File: src/rtl/rcu_fair_sched.sv
// Fair process scheduler for the RCU model: registers a per-cycle process select
// from a free choice, overriding it whenever a process has waited MAXWAIT-1 enabled cycles.
module rcu_fair_sched #(
  parameter int unsigned NRDR    = 4,
  parameter int unsigned SELMSB  = 2,
  parameter int unsigned MAXWAIT = 8,
  parameter int unsigned AGEW    = 4
) (
  input  logic              clock,
  input  logic              reset,
  input  logic [SELMSB:0]   nd_choice,
  input  logic              hold,
  output logic [SELMSB:0]   select,
  output logic              select_valid,
  output logic              forced,
  output logic              round_done
);

  localparam int unsigned     NP      = NRDR + 1;
  localparam int unsigned     SELW    = SELMSB + 1;
  localparam logic [AGEW-1:0] AGE_MAX = AGEW'(MAXWAIT - 1);
  localparam logic [SELW-1:0] UPD_SEL = SELW'(NRDR);

  logic [AGEW-1:0] age_q [NP];
  logic [AGEW-1:0] age_d [NP];
  logic [NP-1:0]   seen_q, seen_d, seen_nx;
  logic [SELW-1:0] select_q, grant_d, cand;
  logic            valid_q, forced_q, forced_d, rd_q, rd_d;

  // Grant decision, age update and round tracking for one enabled cycle
  always_comb begin
    cand     = (nd_choice > UPD_SEL) ? UPD_SEL : nd_choice;
    grant_d  = cand;
    forced_d = 1'b0;
    // Downward scan leaves the lowest overdue index as the winner
    for (int p = int'(NP) - 1; p >= 0; p--) begin
      if (age_q[p] == AGE_MAX) begin
        grant_d  = SELW'(p);
        forced_d = 1'b1;
      end
    end
    for (int p = 0; p < int'(NP); p++) begin
      if (grant_d == SELW'(p)) begin
        age_d[p] = '0;
      end else if (age_q[p] == AGE_MAX) begin
        age_d[p] = age_q[p];
      end else begin
        age_d[p] = age_q[p] + AGEW'(1);
      end
    end
    seen_nx = seen_q | (NP'(1) << grant_d);
    rd_d    = &seen_nx;
    seen_d  = rd_d ? '0 : seen_nx;
  end

  always_ff @(posedge clock) begin
    if (reset) begin
      select_q <= '0;
      valid_q  <= 1'b0;
      forced_q <= 1'b0;
      rd_q     <= 1'b0;
      seen_q   <= '0;
      for (int p = 0; p < int'(NP); p++) age_q[p] <= '0;
    end else if (hold) begin
      valid_q  <= 1'b0;
      forced_q <= 1'b0;
      rd_q     <= 1'b0;
    end else begin
      select_q <= grant_d;
      valid_q  <= 1'b1;
      forced_q <= forced_d;
      rd_q     <= rd_d;
      seen_q   <= seen_d;
      for (int p = 0; p < int'(NP); p++) age_q[p] <= age_d[p];
    end
  end

  assign select       = select_q;
  assign select_valid = valid_q;
  assign forced       = forced_q;
  assign round_done   = rd_q;

endmodule
File: config.mk
export PLATFORM = sky130hd
export DESIGN_NAME = rcu_fair_sched
export DESIGN_NICKNAME = d
export VERILOG_FILES = /design/src/rtl/rcu_fair_sched.sv
export SDC_FILE = /design/constraint.sdc
export NUM_CORES = 1
export LEC_CHECK = 0
export ABC_AREA = 1
export ABC_CLOCK_PERIOD_IN_PS = 4800
export CAP_MARGIN = 20
export CORE_UTILIZATION = 54
export CTS_BUF_LIST = sky130_fd_sc_hd__clkbuf_16
export DETAILED_ROUTE_END_ITERATION = 7
export DONT_BUFFER_PORTS = 1
export HOLD_SLACK_MARGIN = 0.12
export PLACE_DENSITY_LB_ADDON = 0.1
export SLEW_MARGIN = 20
export SYNTH_ARGS = -nofsm -noshare
export SYNTH_HDL_FRONTEND = slang
export SYNTH_SLANG_ARGS = --single-unit
File: constraint.sdc
create_clock -name clock -period 4.8 [get_ports clock]
set_clock_uncertainty 0.15 [all_clocks]
set_input_delay 1.2 -clock clock [delete_from_list [all_inputs] [get_ports clock]]
set_output_delay 1.2 -clock clock [all_outputs]
set_load 0.01 [all_outputs]
==> key figures <==
Setup path
  • CP max stage cell: o21ai_0
  • Most used cell, CP: nor2_4
  • Crit. End Element: flop
  • Crit-path max FO: 6
  • WP data arrival: 2.18 ns
  • Reg2Reg Depth: 8
  • Delay-heaviest family, CP: compound AO/OA/AOI/OAI gates
  • Worst Path Buf+Inv: 0
  • WS Path Type: in -> reg
  • Number of stages on the worst setup path: 5
  • Req. time, crit path: 4.55 ns
  • Startpoint Class: input pin
  • CP peak stage delay: 0.46 ns
  • Crit path cell chain: nor2_1, nor2_4, nor2_4, a21oi_1, o21ai_0

Drt
  • Drt via density: 5.256
  • DRC Markers: 0
  • Routed Antenna Nets: 0
  • Pre-antenna DRT Iters: 4
  • Via count: 1109
  • Final wirelength: 2742 um
  • Avg WL per Cell: 13.00 um
  • Initial drt markers: 55

Clocking
  • Clock Latency Late Sink: 0.27 ns
  • # Post-CTS Setup Buffers: 0
  • CTS sink cnt: 31
  • H-tree depth: 2
  • Clk root buf: clkbuf_16
  • # resized after CTS: 0
  • Hold buffer count at CTS: 0
  • TritonCTS clock tree: built
  • Clk slew on worst S/H paths: 0.05 ns
  • Total CTS buffers: 5
  • Clock Tree Buf Depth: 2

Placed design
  • Routability congestion estimate: 0.7860
  • Dpl hpwl: 2115 um
  • Placed cell count: 203
  • Port-buffer cells: 0

Synthesis
  • Post-synthesis cell count: 174
  • Ys Warns: 0
  • EDFF count, synth: 20
  • Mean Syn Cell Area: 9.111 um^2
  • Synth Register Bits: 31
  • Mapped Nets: 185
  • Post-synth ARST share: 0%
  • Post-Syn Area: 1585 um^2
  • Post-synthesis sequential area ratio: 51.78%
  • Synth cell types: 23
  • Leading register cell type out of synthesis: edfxtp_1

Cells and area
  • Register Area: 820.8 um^2
  • Share of cells above drive strength 1: 20.00%
  • Area grow syn2layout: 10.58%
  • Final net count: 190
  • Commonest non-fill, non-tap cell in the layout: nor2_1
  • ANT cells: 0
  • Post-Layout Cell Count: 211
  • Number of fill cells: 219
  • Footprint of the multi-input gates: 674.4 um^2
  • Most frequent cells in the layout: 31 x nor2_1, 20 x edfxtp_1, 19 x inv_1, 17 x nand2_1, 16 x nand2_2

Die
  • Initial core utilization: 57.49%
  • Die W: 56.18 um
  • Core area: 2758 um^2
  • Row count: 19
  • Io pins: 12
  • Die ar.: 3156 um^2
  • Die Ht: 56.18 um

Global routing
  • Initial antenna violation count: 0
  • Grt ovf: 0
  • GR Util All Layers: 19.39%
  • First-pass GRT wire length: 4678 um
  • Vias in the first global route: 1088
  • Pin count of the biggest net entering global routing: 12

STA
  • Max transition margin: 61.87%
  • Max Clock Freq: 412.1 MHz
  • Sum Neg Setup Slack: 0 ns
  • Setup violators final: 0
  • Final hold vios: 0
  • Part of the cycle the worst path needs: 50.55%
  • Slew Viols, Final: 0
  • Min Clock Period, post-route: 2.427 ns
  • RSZ-0062 raised after global routing: no
  • Tightest Pin Transition: 0.5660 ns

Run
  • Max cap viols: 0

Power
  • Overall power: 0.0006595 W
  • VDD IR-drop max: 0.4026 mV
  • Pleak: 0.7194 nW
  • Pwr dens: 376.2 nW/um^2

Worst hold path
  • Tightest Hold Check Type: reg -> reg
  • Hold Crit Depth: 2

Run status
  • Status: complete, no violations
[metrics by stage]
step | area (um^2) | worst slack, ns | utilization [%] | hold WS (ns)
floorplan | 1585 | 2.274 | - | 0.2897
global placement | 1617 | 2.176 | 58.62 | 0.2968
detailed placement | 1617 | 2.097 | 58.62 | 0.3053
CTS | 1753 | 2.381 | 63.57 | 0.3130
global route | 1753 | 2.282 | 63.57 | 0.3335
finish | 1753 | 2.373 | 63.57 | 0.3104
[flip-flops by register name, indices dropped and copies added (netlist names)]
signal,count
round_done,1
seen_q,5
select_valid,1
age_q,20
forced,1
select,3
[synth_stat cells, types with 3 or more instances]
cell type | instances | share of area [%]
nand2_1 | 17 | 4.0
nor2_4 | 3 | 2.1
inv_1 | 18 | 4.3
nor2_2 | 6 | 2.4
xor2_1 | 5 | 2.8
nor2_1 | 31 | 7.3
nand2_2 | 16 | 6.3
dfxtp_1 | 11 | 14
nor3b_1 | 5 | 2.4
nand3_1 | 11 | 3.5
edfxtp_1 | 20 | 38
o21ai_0 | 7 | 2.2
a21oi_1 | 5 | 1.6
ha_1 | 5 | 3.9
inv_2 | 3 | 0.71
[report_power, final]
| part | internal (W) | total [W] | leakage [nW] | switching (W) |
|---|---|---|---|---|
| registers | 0.000304 | 0.000318 | 0.311 | 0.0000136 |
| logic | 0.0000191 | 0.0000554 | 0.338 | 0.0000363 |
| clock network | 0.000186 | 0.000287 | 0.0701 | 0.000101 |
| total | 0.000509 | 0.000659 | 0.719 | 0.000151 |
[kinds of logic after synthesis]
logic type	synth area share (%)
DFF	51.78
AOI/OAI and AO/OA	6.550
buffers and inverters	5.682
xor gates and xnor gates	2.762
adders and majority gates	3.946
and+or+nand+nor	29.28
[worst reg2reg max path, stage by stage (launching register included)]
cell,delay [ns]
edfxtp_1,0.41
ha_1,0.26
nand2_2,0.10
nor2_2,0.05
nor2_2,0.14
nand2_2,0.11
nor2_4,0.16
a21oi_1,0.08
o21ai_0,0.46
[cell type report]
cell class / count / area share [%]
Clock inverter: 3 / 0.6424
Inverter: 22 / 4.711
Sequential cell: 31 / 46.82
Clock buffer: 5 / 7.138
Tap cell: 31 / 2.213
Multi-Input combinational cell: 119 / 38.47
[worst paths after layout]
check	slack, ns	endpoint	startpoint
max	2.37	age_q[0][9]$_SDFFCE_PP0P_	nd_choice[2]
min	0.31	seen_q[4]$_SDFFE_PP0N_	seen_q[4]$_SDFFE_PP0N_
max reg2reg	2.51	age_q[0][9]$_SDFFCE_PP0P_	age_q[0][4]$_SDFFCE_PP0P_
min reg2reg	0.31	seen_q[4]$_SDFFE_PP0N_	seen_q[4]$_SDFFE_PP0N_
[per-layer routing]
| layer | wire length, um | GRT usage [%] | vias up | part of all wire, % |
|---|---|---|---|---|
| li1 | - | - | 578 | - |
| met2 | 1236 | 30.44 | 22 | 45 |
| met5 | 0 | 0 | - | 0 |
| met3 | 126 | 5.349 | 6 | 4.6 |
| met1 | 1325 | 24.89 | 503 | 48 |
| met4 | 53 | 9.059 | 0 | 1.9 |
No activity file was read; power rests on OpenSTA's default activity.
